[config.mk]
export PLATFORM = sky130hd
export DESIGN_NAME = mii_tx_arbiter
export DESIGN_NICKNAME = d
export VERILOG_FILES = /design/src/rtl/mii_tx_pkg.sv /design/src/rtl/mii_rr_arb2.sv /design/src/rtl/mii_tx_arbiter.sv
export SDC_FILE = /design/constraint.sdc
export NUM_CORES = 1
export LEC_CHECK = 0
export CAP_MARGIN = 25
export CORE_MARGIN = 2
export CORE_UTILIZATION = 51
export CTS_BUF_LIST = sky130_fd_sc_hd__clkbuf_16
export DETAILED_ROUTE_END_ITERATION = 8
export PLACE_DENSITY = 0.94
export SETUP_SLACK_MARGIN = 0.2
export SLEW_MARGIN = 20
export SYNTH_ARGS = -nofsm -noshare
export SYNTH_HDL_FRONTEND = slang
export SYNTH_HIERARCHICAL = 1
export SYNTH_SLANG_ARGS = --single-unit
[constraint.sdc]
create_clock -name mac_mii_txc -period 2.25 [get_ports mac_mii_txc]
set_input_delay 0.45 -clock mac_mii_txc [delete_from_list [all_inputs] [get_ports mac_mii_txc]]
set_output_delay 0.45 -clock mac_mii_txc [all_outputs]
set_load 0.05 [all_outputs]
[src/rtl/mii_tx_pkg.sv]
// Shared types and constants for the MII transmit frame scheduler.
package mii_tx_pkg;

  typedef enum logic [2:0] {
    IDLE,
    PRE,
    DATA,
    DRAIN,
    IFG
  } tx_state_e;

  localparam logic [3:0] MII_PREAMBLE_NIB   = 4'h5;
  localparam logic [3:0] MII_SFD_NIB        = 4'hD;
  localparam int         IFG_NIBBLES        = 24;
  localparam int         PREAMBLE_NIBBLES   = 15;

  // Wide enough for the longer of the IFG count and preamble+SFD count.
  function automatic int cnt_width(input int ifg, input int pre);
    int m;
    m = (ifg > pre + 1) ? ifg : pre + 1;
    return $clog2(m + 1);
  endfunction

endpackage

[src/rtl/mii_rr_arb2.sv]
// Two-requester round-robin grant; the last-grant register only moves when a frame is started.
module mii_rr_arb2 (
  input  logic       clk,
  input  logic       rst,
  input  logic [1:0] req,
  input  logic       update,
  output logic       gnt,
  output logic       last_gnt
);

  // On a tie the source not served last wins; a lone request always wins.
  always_comb begin
    gnt = req[1];
    if (req == 2'b11) gnt = ~last_gnt;
  end

  always_ff @(posedge clk or posedge rst) begin
    if (rst)         last_gnt <= 1'b1;
    else if (update) last_gnt <= gnt;
  end

endmodule

[src/rtl/mii_tx_arbiter.sv]
// Frame-level round-robin scheduler driving the MAC-side MII transmit port from two nibble sources.
module mii_tx_arbiter
  import mii_tx_pkg::*;
#(
  parameter int IFG_NIBBLES      = mii_tx_pkg::IFG_NIBBLES,
  parameter int PREAMBLE_NIBBLES = mii_tx_pkg::PREAMBLE_NIBBLES
) (
  input  logic       mac_mii_txc,
  input  logic       mac_mii_txrst,
  input  logic       src0_valid,
  output logic       src0_ready,
  input  logic [3:0] src0_data,
  input  logic       src0_last,
  input  logic       src0_err,
  input  logic       src1_valid,
  output logic       src1_ready,
  input  logic [3:0] src1_data,
  input  logic       src1_last,
  input  logic       src1_err,
  output logic       mac_mii_txen,
  output logic       mac_mii_txer,
  output logic [3:0] mac_mii_txd,
  output logic       busy,
  output logic       grant_id
);

  localparam int            CW       = cnt_width(IFG_NIBBLES, PREAMBLE_NIBBLES);
  localparam logic [CW-1:0] PRE_LAST = CW'(PREAMBLE_NIBBLES - 1);
  localparam logic [CW-1:0] IFG_LAST = CW'(IFG_NIBBLES - 1);

  tx_state_e     state, state_nxt;
  logic [CW-1:0] cnt, cnt_nxt;
  logic          txen_nxt, txer_nxt;
  logic [3:0]    txd_nxt;
  logic          arb_gnt, start;
  logic          sel_valid, sel_last, sel_err;
  logic [3:0]    sel_data;

  assign start = (state == IDLE) && (src0_valid || src1_valid);

  mii_rr_arb2 u_arb (
    .clk      (mac_mii_txc),
    .rst      (mac_mii_txrst),
    .req      ({src1_valid, src0_valid}),
    .update   (start),
    .gnt      (arb_gnt),
    .last_gnt (grant_id)
  );

  // grant_id is stable for the whole frame, so it doubles as the data mux select.
  assign sel_valid = grant_id ? src1_valid : src0_valid;
  assign sel_data  = grant_id ? src1_data  : src0_data;
  assign sel_last  = grant_id ? src1_last  : src0_last;
  assign sel_err   = grant_id ? src1_err   : src0_err;

  assign src0_ready = ((state == DATA) || (state == DRAIN)) && !grant_id;
  assign src1_ready = ((state == DATA) || (state == DRAIN)) &&  grant_id;
  assign busy       = (state != IDLE);

  always_comb begin
    state_nxt = state;
    cnt_nxt   = cnt;
    txen_nxt  = 1'b0;
    txer_nxt  = 1'b0;
    txd_nxt   = 4'h0;
    case (state)
      IDLE: if (start) begin
        state_nxt = PRE;
        cnt_nxt   = '0;
        txen_nxt  = 1'b1;
        txd_nxt   = MII_PREAMBLE_NIB;
      end
      PRE: begin
        txen_nxt = 1'b1;
        if (cnt == PRE_LAST) begin
          txd_nxt   = MII_SFD_NIB;
          state_nxt = DATA;
        end else begin
          txd_nxt = MII_PREAMBLE_NIB;
          cnt_nxt = cnt + CW'(1);
        end
      end
      DATA: begin
        txen_nxt = 1'b1;
        if (sel_valid) begin
          txd_nxt  = sel_data;
          txer_nxt = sel_err;
          if (sel_last) begin
            state_nxt = IFG;
            cnt_nxt   = '0;
          end
        end else begin
          // Underrun: poison the frame with one error nibble, then swallow the rest.
          txer_nxt  = 1'b1;
          state_nxt = DRAIN;
        end
      end
      DRAIN: if (sel_valid && sel_last) begin
        state_nxt = IFG;
        cnt_nxt   = '0;
      end
      IFG: begin
        if (cnt == IFG_LAST) state_nxt = IDLE;
        else                 cnt_nxt   = cnt + CW'(1);
      end
      default: state_nxt = IDLE;
    endcase
  end

  always_ff @(posedge mac_mii_txc or posedge mac_mii_txrst) begin
    if (mac_mii_txrst) begin
      state        <= IDLE;
      cnt          <= '0;
      mac_mii_txen <= 1'b0;
      mac_mii_txer <= 1'b0;
      mac_mii_txd  <= 4'h0;
    end else begin
      state        <= state_nxt;
      cnt          <= cnt_nxt;
      mac_mii_txen <= txen_nxt;
      mac_mii_txer <= txer_nxt;
      mac_mii_txd  <= txd_nxt;
    end
  end

endmodule

### Word level (Yosys, flattened, before mapping)

Cells that the tools add are included.

| operators by class | value |
|---|---|
| eq/ne operators | 16 |
| $add $sub $neg | 1 |
| reductions and logical operators | 13 |
| muxes and demuxes | 27 |
| bitwise logic cells | 1 |

Operators with widths:

| cell | number |
|---|---|
| $mux 5 | 6 |
| $pmux 5 s5 | 1 |
| $mux 3 | 7 |
| $pmux 3 s5 | 1 |
| $ne 2x2->1 const B | 7 |
| $mux 4 | 3 |
| $pmux 4 s3 | 1 |
| $mux 1 | 7 |
| $reduce_and 7->1 | 1 |
| $eq 3x2->1 const B | 2 |
| $add 5x1->5 const B | 1 |
| $eq 5x4->1 const B | 1 |
| $eq 5x5->1 const B | 1 |
| $reduce_and 5->1 | 1 |
| $reduce_bool 5->1 | 1 |
| $logic_and 1x1->1 | 4 |
| $eq 3x1->1 const B | 1 |
| $eq 3x3->1 const B | 1 |
| $logic_not 3->1 | 1 |
| $ne 3x3->1 const B | 1 |
| $reduce_bool 3->1 | 1 |
| $eq 2x2->1 const B | 1 |
| $logic_or 1x1->1 | 2 |
| $ne 2x1->1 const B | 1 |
| other kinds (4) | 4 |

| storage, ports and cells | value |
|---|---|
| output and inout bits | 10 |
| register bits | 15 |
| logic and storage cells | 64 |

### Longest topological paths before layout

Gate-level depths: netlist of run 1.

| logic depth | value |
|---|---|
| depth after elaboration | 4 |
| depth in mapped cells | 6 |

### By module

Netlist of run 1, hierarchy kept.

Modules (own cells, without submodules):

| module | area an instance (µm²) | cells each | instances |
|---|---|---|---|
| mii_tx_arbiter | 923.4 | 93 | 1 |
| mii_rr_arb2 | 56.3 | 4 | 1 |

### Worst setup path after synthesis of run 1

Ideal clock, no wire load.

| path | value |
|---|---|
| path type | register to output |
| start point | register u_arb.last_gnt |
| end point | output src1_ready |
| buffers on the path | 1 |
| path slack | 0.209 ns |
| arrival time | 1.591 ns |
| stages on the path, launching flop included | 4 |
| cells stage by stage | dfstp_2 -> buf_6 -> inv_1 -> nor2_1 |

| between the ends | value |
|---|---|
| longest elaborated chain between the ends | 1 |

RTL lines:

| element | line | RTL |
|---|---|---|
| from (decl) | mii_rr_arb2.sv:8 | `output logic last_gnt` |
| from (signal assigned) | mii_rr_arb2.sv:19 | `else if (update) last_gnt <= gnt;` |
| $logic_and 1x1->1 | mii_tx_arbiter.sv:57 | `assign src1_ready = ((state == DATA) \|\| (state == DRAIN)) && grant_id;` |
| to (decl) | mii_tx_arbiter.sv:16 | `output logic src1_ready,` |

Every way passes these cells.

### Final worst setup path of run 1

| path | value |
|---|---|
| start point | register state[1] |
| end point | output src1_ready |

| between the ends | value |
|---|---|
| longest elaborated chain between the ends | 3 |
| elaborated cells on any way between the ends | 4 |
| those cells by class | 2 x eq/ne; 2 x reduce/logical |

RTL lines:

| element | line | RTL |
|---|---|---|
| from (decl) | mii_tx_arbiter.sv:31 | `tx_state_e state, state_nxt;` |
| from (signal assigned) | mii_tx_arbiter.sv:118 | `state <= state_nxt;` |
| $eq 3x2->1 | mii_tx_arbiter.sv:57 |  |
| $logic_or 1x1->1 (*) | mii_tx_arbiter.sv:57 |  |
| $logic_and 1x1->1 (*) | mii_tx_arbiter.sv:57 |  |

Mark *: on every way between the ends. The rest lies on a longest branch, timed or not.

==> summary.md, run 1 <==
| Metric | Value |
|---|---|
| Post-route setup TNS | 0 ns |
| FF/Latch Area | around 380 um^2 |
| Seq/Total Area, Yosys | 0.384 |
| Initial DRC count | 16 |
| Fmax | ~520 MHz |
| Die X | 47.8 um |
| Met1 Use GR | 0.274 |
| P_leak | roughly 0.53 nW |
| Tot Pwr | approximately 1.6 mW |
| Worst Path Buf+Inv | 1 |
| H-tree depth | 1 |
| Compound-Gate Fraction of Synth Area | 0.172 |
| Initial core utilization | 0.555 |
| Global route hottest layer | met2 |
| Final Wtd Congestion | 0.908 |
| Main synth FF type | dfrtp_1 |
| Tmin final | ~1.9 ns |
| Root Driver | clkbuf_16 |
| Worst path slowest cell | dfrtp_1 |
| Tcrit/Tclk final | 0.850 |
| Area of the multi-input gates | approximately 530 um^2 |
| Grt total ovfl | 0 |
| Pre-CTS setup slack | about 0.22 ns |
| Hold_buf cts | 0 |
| Worst-skew pair later-pin latency | 0.25 ns |
| First-pass GRT wire length | ~3.5 mm |
| Die height | ~48 um |
| Slew @ Worst Pin | 0.544 ns |
| Post-synth EDFFs | 0 |
| Die Footprint | between 2000 and 2500 um^2 |
| Post-placement cell area | approximately 1200 um^2 |
| Antenna violation net count after detailed routing | 0 |
| Final Cell Area | between 1000 and 1500 um^2 |
| Cells after DPL | around 140 |
| Synth Instances | a little under 100 |
| Worst min-delay path class | input port to async pin |
| Seq cells post-synth | 15 |
| Crit Path Max Fanout | 12 |
| Antenna violations before repair | 0 |
| TritonCTS buffer count | 3 |
| Clock slew seen by the registers of the worst setup and hold paths | around 0.05 ns |
| CTS Sinks | 15 |
| Worst setup SP type | register |
| Cells along the critical path | nand2b_1 -> nor2_1 -> buf_4 |
| Worst R2R Start | u_arb/last_gnt |
| Crit Path Class | register to primary output |
| Met3 GRT Util | 0.0566 |
| Max_cap viols | 0 |
| Synth cell types | 36 |
| PD cells | 1220 nW/um^2 |
| PortBufs | 25 |
| Synthesized area | 980 um^2 |
| Fin cells | approximately 150 |
| Worst Path Required | between 1.5 and 2 ns |
| Outcome | finished clean |
| Synth warn | 6 |
| Post-synthesis xor/xnor area fraction | 0.0166 |
| Family with the most delay on the worst path | flip-flops |
| CTS resizes | 0 |
| Maximum root-to-sink buffer count | 2 |
| Adder-cell area share of the yosys netlist | 0.0255 |
| Final worst setup slack | 0.337 ns |
| Crit end category | primary output |
| Syn_area_per_cell | slightly above 10 um^2 |
| Worst path max stage delay | between 0.5 and 0.6 ns |
| Vias after detailed routing | 846 |
| Fraction of layout cells with a size suffix above 1 | 0.172 |
| Ant. Diodes | 0 |
| Setup Skew | around 0.002 ns |
| Vias in the first global route | 847 |
| CTS tree | done |
| Post-synthesis mux area share | 0.110 |
| Post-DP HPWL | between 1.5 and 2 mm |
| Core Area | ~1800 um^2 |
| Worst hold slack | 0.535 ns |
| GRT Overall Usage | 0.227 |
| Crit Reg-Reg Endpoint | cnt[1] |
| Final Routed Wirelength | about 2.2 mm |
| Peak supply drop | between 800 and 900 uV |
| Reg-to-reg setup timing slack | between 0.5 and 0.6 ns |
| Final Setup Violations | 0 |
| Worst R2R Path Depth | 4 |
| Layout filler cell count | about 120 |
| Global Route met2 Usage | 0.363 |
| Post-Syn Nets | ~120 |
| Worst Path Arrival | ~1.5 ns |
| Largest net degree at the start of global routing | 15 |
| Wire per inst | about 15 um |
| Fin. max-slew vios | 0 |
| Num rows | 15 |
| Post-synth ARST share | 1.00 |
| Post-route DRC violation count | 0 |
| # IOs | 26 |
| RSZ-0062 raised after global routing | no |
| Area delta synth->final | 31.4% |
| Number of detailed-route iterations in the first pass | 6 |
| Post-Synth Simple-Gate Area | 0.217 |
| Endpoints failing hold | 0 |
| Main combinational cell family by area after synthesis | simple AND/OR/NAND/NOR gates |
| DR vias/cell | 5.76 |
| Rel. slew slack | 0.637 |
| Final nets | around 140 |
| Setup Fix Bufs, Post-CTS | 0 |
| Fin util | 0.730 |
## sequential cells by signal, indices dropped and copies added (netlist names)
signal and flops:
u_arb/last_gnt 1, cnt 5, mac_mii_txen 1, state 3, mac_mii_txd 4, mac_mii_txer 1
## cell type report
type / count / share of cell area
Inverter: 6 / 0.0175
Multi-Input combinational cell: 71 / 0.412
Sequential cell: 15 / 0.293
Tap cell: 25 / 0.0243
Clock buffer: 3 / 0.0583
Timing Repair Buffer: 26 / 0.192
Clock inverter: 1 / 0.00292
## cells in the final DEF (no fill, tap or decap), drive strengths merged, types with 4 or more instances in the layout
cell type,n
buf,5
mux2,5
mux2i,4
a21oi,4
nand2,5
o21ai,5
nand3,5
dfrtp,14
inv,7
clkdlybuf4s50,21
nor2,10
## logic make-up after synthesis
kind of cell               count (synthesis)
AOI/OAI and AO/OA                         21
adders and majority gates                  2
DFF                                       15
buffers and inverters                     11
muxes                                      9
xor gates and xnor gates                   1
and+or+nand+nor                           38
## where the power goes
group          switching, mW  leakage (nW)  internal (mW)
logic                  0.382         0.310          0.348
clock network          0.105        0.0423          0.235
registers              0.145         0.181          0.357
## worst max-delay path by stage
stage	from	end	cells after the start
final	state[1]	src1_ready	3
after global routing	state[1]	src1_ready	3
after CTS	state[1]	src1_ready	3
after detailed placement	src0_valid	cnt[1]	5
after global placement	src0_valid	cnt[0]	5
after floorplan	u_arb/last_gnt	src1_ready	3
## Yosys cell counts, types with 3 or more instances
cell,instances,area share
dfrtp_1,14,0.36
nor2_1,10,0.038
inv_1,6,0.023
nand3_1,5,0.026
a21oi_1,4,0.020
buf_6,4,0.046
mux2i_1,4,0.041
nand2_1,4,0.015
and2_1,3,0.019
mux2_4,3,0.046
nand3b_1,3,0.023
o21ai_1,3,0.015
## metal layers
metal | up-vias | wire [um]
li1 | 405 | -
met1 | 398 | 953
met2 | 39 | 1080
met3 | 4 | 176
met4 | 0 | 29
met5 | - | 0
Note: power is estimated with default switching activity, not from simulation.
==> inputs of run 2 (changes only) <==
==> constraint.sdc (replaced) <==
create_clock -name mac_mii_txc -period 2.2 [get_ports mac_mii_txc]
set_input_delay 0.44 -clock mac_mii_txc [delete_from_list [all_inputs] [get_ports mac_mii_txc]]
set_output_delay 0.44 -clock mac_mii_txc [all_outputs]
set_load 0.05 [all_outputs]
==> run 2 against run 1 <==
Combinational power increased by 8.9%. Power increased by 6.4%. Cell count unchanged. Final area increased by 2.3%. Hold slack got worse by 0.0081 ns. Global-route usage increased by 1.3 points. Sequential cell count unchanged. Die area unchanged. Sequential power increased by 3%. Largest cell class unchanged.
==> summary.md, run 2 (synthesis results as in run 1) <==
| Metric | Value |
|---|---|
| Outcome | finished clean |
| Fin cells | 147 (unchanged) |
| Most common cell after layout, fill and taps aside | clkdlybuf4s50_1 |
| Peak supply drop | 680 uV (-23%) |
| Pre-CTS setup slack | 0.165 ns (-0.0572 ns) |
| Largest registers | cnt: 5 flops, mac_mii_txd: 4 flops, state: 3 flops |
| Endpoints failing hold | 0 (unchanged) |
| Number of detailed-route iterations in the first pass | 4 (-2) |
| Num rows | 15 (unchanged) |
| Final Cell Area | 1320 um^2 (+2.3%) |
| Final nets | 141 (unchanged) |
| Max_cap viols | 0 (unchanged) |
| Worst-skew pair later-pin latency | 0.25 ns (about the same) |
| Root Driver | clkbuf_16 |
| Global Route met2 Usage | 0.443 (+0.0800) |
| Met1 Use GR | 0.275 (+0.00130) |
| Wire per inst | 16.9 um (+11%) |
| Fin util | 0.747 (+0.0170) |
| Largest register by flop count | cnt |
| Cells after DPL | 143 (unchanged) |
| Antenna violations before repair | 0 (unchanged) |
| Most frequent cells in the layout | clkdlybuf4s50_1, dfrtp_1, nor2_1 |
| Core Area | 1760 um^2 (unchanged) |
| Worst hold slack | 0.527 ns (-0.00806 ns) |
| Setup Skew | 0.00662 ns (+0.00462 ns) |
| First-pass GRT wire length | 3.69 mm (+4.7%) |
| Initial DRC count | 31 (+15) |
| Final Setup Violations | 0 (unchanged) |
| TritonCTS buffer count | 3 (unchanged) |
| H-tree depth | 1 (unchanged) |
| Crit Reg-Reg Endpoint | cnt[1] |
| Fmax | roughly 530 MHz |
| Largest net degree at the start of global routing | 15 (unchanged) |
| Die Footprint | 2290 um^2 (unchanged) |
| Area delta synth->final | 34.5% |
| Tot Pwr | 1.67 mW (+6.4%) |
| PD cells | 1270 nW/um^2 (+4.0%) |
| Worst Path Arrival | 1.46 ns (about the same) |
| Clock slew seen by the registers of the worst setup and hold paths | 0.05 ns (about the same) |
| DR vias/cell | 5.96 (+3.5%) |
| Crit end category | primary output |
| Worst Path Required | 1.76 ns (-0.04 ns) |
| Fraction of layout cells with a size suffix above 1 | 0.197 (+0.0246) |
| Die X | 47.8 um (unchanged) |
| Global route hottest layer | met2 |
| Worst min-delay path class | input port to async pin |
| Final Wtd Congestion | 0.890 (-1.9%) |
| Post-DP HPWL | 1.76 mm (+12%) |
| Ant. Diodes | 0 (unchanged) |
| Fin. max-slew vios | 0 (unchanged) |
| Worst R2R Start | state[0] |
| Tmin final | 1.90 ns |
| Slew @ Worst Pin | 0.574 ns (+0.0299 ns) |
| CTS Sinks | 15 (unchanged) |
| RSZ-0062 raised after global routing | no |
| Vias after detailed routing | 876 (+3.5%) |
| P_leak | 0.535 nW (+0.43%) |
| Met3 GRT Util | 0.0377 (-0.0189) |
| Worst R2R Path Depth | 4 (unchanged) |
| Max reg flops | 5 (unchanged) |
| Tcrit/Tclk final | 0.865 |
| Layout filler cell count | 124 (+0.81%) |
| Final Routed Wirelength | 2.48 mm (+11%) |
| Vias in the first global route | 812 (-4.1%) |
| Initial core utilization | 0.555 (unchanged) |
| GRT Overall Usage | 0.239 (+0.0128) |
| Setup Fix Bufs, Post-CTS | 0 (unchanged) |
| Maximum root-to-sink buffer count | 2 (unchanged) |
| Post-placement cell area | 1240 um^2 (+2.3%) |
| Grt total ovfl | 0 (unchanged) |
| Post-route setup TNS | 0 ns (unchanged) |
| Die height | 47.8 um (unchanged) |
| Crit Path Class | register to primary output |
| PortBufs | 25 (unchanged) |
| Post-route DRC violation count | 0 (unchanged) |
| CTS tree | done |
| Antenna violation net count after detailed routing | 0 (unchanged) |
| Worst setup SP type | register |
| # IOs | 26 (unchanged) |
| Reg-to-reg setup timing slack | 0.47 ns (-0.10 ns) |
| Crit. Startpoint | state[2] |
| Rel. slew slack | 0.617 (-0.0199) |
| Crit Path Max Fanout | 8 (-4) |
| Final worst setup slack | 0.298 ns (-0.0398 ns) |
run 2: repair_timing:
action                     4_1_cts  5_1_grt
gates resized for setup          0        1
setup endpoints to repair        0        1
hold buffers                     0        0
run 2: layout make-up:
| class | count | area (um^2) | share of cell area |
|---|---|---|---|
| Clock buffer | 3 | 75.1 | 0.0570 |
| Multi-Input combinational cell | 71 | 533 | 0.405 |
| Sequential cell | 15 | 378 | 0.287 |
| Clock inverter | 1 | 5.00 | 0.00380 |
| Timing Repair Buffer | 26 | 273 | 0.207 |
| Inverter | 6 | 22.5 | 0.0171 |
| Tap cell | 25 | 31.3 | 0.0237 |
run 2: how the worst max path moves through the flow:
stage	end
6_report	src0_ready
5_1_grt	src0_ready
4_1_cts	src0_ready
3_5_place_dp	cnt[1]
3_3_place_gp	cnt[0]
2_1_floorplan	src0_ready
run 2: power breakdown:
part	internal [mW]	total, mW	switching (mW)
sequential	0.366	0.519	0.153
clock	0.243	0.359	0.116
combinational	0.376	0.795	0.419
run 2: metal layers:
layer,part of all wire,vias up
met2,0.49,51
met1,0.40,411
met3,0.091,9
li1,-,405
met4,0.020,0
met5,0,-
run 2: critical path, cell delays in order (launching register included):
cell      delay, ns
dfrtp_1        0.47
nand2b_1       0.33
nor2_1         0.24
buf_12         0.17
==> inputs of run 3 (changes only) <==
--- a/config.mk
+++ b/config.mk
@@ -6,7 +6,6 @@
 export NUM_CORES = 1
 export LEC_CHECK = 0
 export CAP_MARGIN = 25
-export CORE_MARGIN = 2
 export CORE_UTILIZATION = 51
 export CTS_BUF_LIST = sky130_fd_sc_hd__clkbuf_16
 export DETAILED_ROUTE_END_ITERATION = 8
==> constraint.sdc (replaced) <==
create_clock -name mac_mii_txc -period 2.2 [get_ports mac_mii_txc]
set_input_delay 0.44 -clock mac_mii_txc [delete_from_list [all_inputs] [get_ports mac_mii_txc]]
set_output_delay 0.44 -clock mac_mii_txc [all_outputs]
set_load 0.01 [all_outputs]
==> run 3 against run 2 <==
Via count increased by 0.91%. Die area is 8.2% lower. Non-clock buffer count rose by 6. Fmax increased by 3.1%.
==> summary.md, run 3 (synthesis results as in run 1) <==
| Metric | Value |
|---|---|
| Maximum root-to-sink buffer count | 2 (unchanged) |
| Ant. Diodes | 0 (unchanged) |
| RSZ-0062 raised after global routing | no |
| Die height | 45.8 um (-4.2%) |
| Fin util | 0.767 (+0.0206) |
| Most frequent cells in the layout | clkdlybuf4s50_1, dfrtp_1, nor2_1 |
| Tmin final | 1.85 ns (-0.0572 ns) |
| Post-DP HPWL | 1.63 mm (-7.2%) |
| Met2 wire length | 1.14 mm (-5.2%) |
| Number of detailed-route iterations in the first pass | 4 (unchanged) |
| Worst-skew pair later-pin latency | 0.24 ns (about the same) |
| Fin. max-slew vios | 0 (unchanged) |
| Core Area | 1760 um^2 (unchanged) |
| P_leak | 0.589 nW (+10%) |
| Final Wtd Congestion | 0.912 (+2.4%) |
| Final Setup Violations | 0 (unchanged) |
| Largest net degree at the start of global routing | 15 (unchanged) |
| DR vias/cell | 5.78 (-3.0%) |
| Cells after DPL | 146 (+2.1%) |
| Worst Path Arrival | 1.97 ns (+0.51 ns) |
| Antenna violations before repair | 0 (unchanged) |
| Crit Path Class | input port to register |
| Worst min-delay path class | input port to async pin |
| H-tree depth | 1 (unchanged) |
| Fmax | 542 MHz (+3.1%) |
| Worst setup SP type | input port |
| Antenna violation net count after detailed routing | 0 (unchanged) |
| Die Footprint | 2100 um^2 (-8.2%) |
| Grt total ovfl | 0 (unchanged) |
| CTS Sinks | 15 (unchanged) |
| Root Driver | clkbuf_16 |
| PD cells | 1180 nW/um^2 (-6.8%) |
| Outcome | finished clean |
| # IOs | 26 (unchanged) |
| Family with the most delay on the worst path | buffers and inverters |
| CTS tree | done |
| PortBufs | 25 (unchanged) |
| Cells along the critical path | clkdlybuf4s50_1 -> nand3b_1 -> a21o_4 -> o211ai_4 -> mux2_4 |
| Tot Pwr | 1.60 mW (-4.2%) |
| Worst path slowest cell | clkdlybuf4s50_1 |
| Post-route setup TNS | 0 ns (unchanged) |
| WL met3 | 150 um (-34%) |
| Setup Skew | 0.00293 ns (-0.00369 ns) |
| Vias in the first global route | 859 (+5.8%) |
| Initial core utilization | 0.555 (unchanged) |
| Endpoints failing hold | 0 (unchanged) |
| Crit Path Max Fanout | 6 (-2) |
| Wire per inst | 16.0 um (-5.4%) |
| Top Metal Used | met4 |
| Die X | 45.8 um (-4.2%) |
| Final Routed Wirelength | 2.44 mm (-1.5%) |
| Worst path max stage delay | 0.62 ns (+0.15 ns) |
| Worst Path Buf+Inv | 1 (unchanged) |
| Rel. slew slack | 0.624 (+0.00755) |
| Slew @ Worst Pin | 0.563 ns (-0.0113 ns) |
| Most common cell after layout, fill and taps aside | clkdlybuf4s50_1 |
| Largest register by flop count | cnt |
| Post-route DRC violation count | 0 (unchanged) |
| Fraction of layout cells with a size suffix above 1 | 0.203 (+0.00640) |
| Initial DRC count | 21 (-32%) |
| Fin cells | 153 (+4.1%) |
| Crit end category | register |
| Max_cap viols | 0 (unchanged) |
| Worst hold slack | 0.522 ns (-0.00448 ns) |
| Max reg flops | 5 (unchanged) |
| Area delta synth->final | 38.2% |
| Worst Path Required | 2.33 ns (+0.57 ns) |
| Tcrit/Tclk final | 0.839 (-0.0260) |
| Peak supply drop | 571 uV (-16%) |
| M1 WL | 1.10 mm (+11%) |
| Largest registers | cnt: 5 flops, mac_mii_txd: 4 flops, state: 3 flops |
| GRT Overall Usage | 0.266 (+0.0270) |
| Num rows | 15 (unchanged) |
| TritonCTS buffer count | 3 (unchanged) |
| Clock slew seen by the registers of the worst setup and hold paths | 0.05 ns (about the same) |
| Final nets | 147 (+4.3%) |
| Vias after detailed routing | 884 (+0.91%) |
| First-pass GRT wire length | 3.95 mm (+7.1%) |
[run 3: cell type report]
class | instances | area, um^2
Multi-Input combinational cell | 71 | 531
Fill cell | 115 | 410
Sequential cell | 15 | 379
Timing Repair Buffer | 32 | 310
Clock buffer | 3 | 75.1
Tap cell | 25 | 31.3
Inverter | 6 | 22.5
Clock inverter | 1 | 5.00
[run 3: timing repair]
item                                    CTS  global route
endpoints found under the setup margin    3             3
hold endpoints to repair                  0             0
hold buffers                              0             0
resized for setup                         2             3
setup buffers                             3             0
[run 3: worst paths after layout]
check                          startpoint              to  slack, ns  cells after the start
max                            src0_valid          cnt[0]       0.35                      5
min                         mac_mii_txrst  u_arb/last_gnt       0.52                      2
max reg2reg                u_arb/last_gnt          cnt[0]       0.39                      6
min reg2reg                      state[2]        state[1]       0.55                      1
max in group asynchronous   mac_mii_txrst        state[2]       1.21                      2
min in group mac_mii_txc         state[2]        state[1]       0.55                      1
[run 3: metal layers]
| metal | track usage | vias to the layer above |
|---|---|---|
| li1 | - | 417 |
| met1 | 0.363 | 411 |
| met2 | 0.414 | 49 |
| met3 | 0.0357 | 7 |
| met4 | 0.129 | 0 |
| met5 | 0 | - |
[run 3: metrics by stage]
stage | setup slack, ns | area, um^2
2_1_floorplan | 0.616 | 980
3_3_place_gp | 0.231 | 1240
3_5_place_dp | 0.181 | 1240
4_1_cts | 0.176 | 1350
5_1_grt | 0.323 | 1350
6_report | 0.355 | 1350
[run 3: where the power goes]
part / leakage [nW] / internal [mW] / switching, mW
sequential: 0.177 / 0.366 / 0.103
combinational: 0.371 / 0.419 / 0.358
clock: 0.0409 / 0.243 / 0.113
total: 0.589 / 1.03 / 0.574
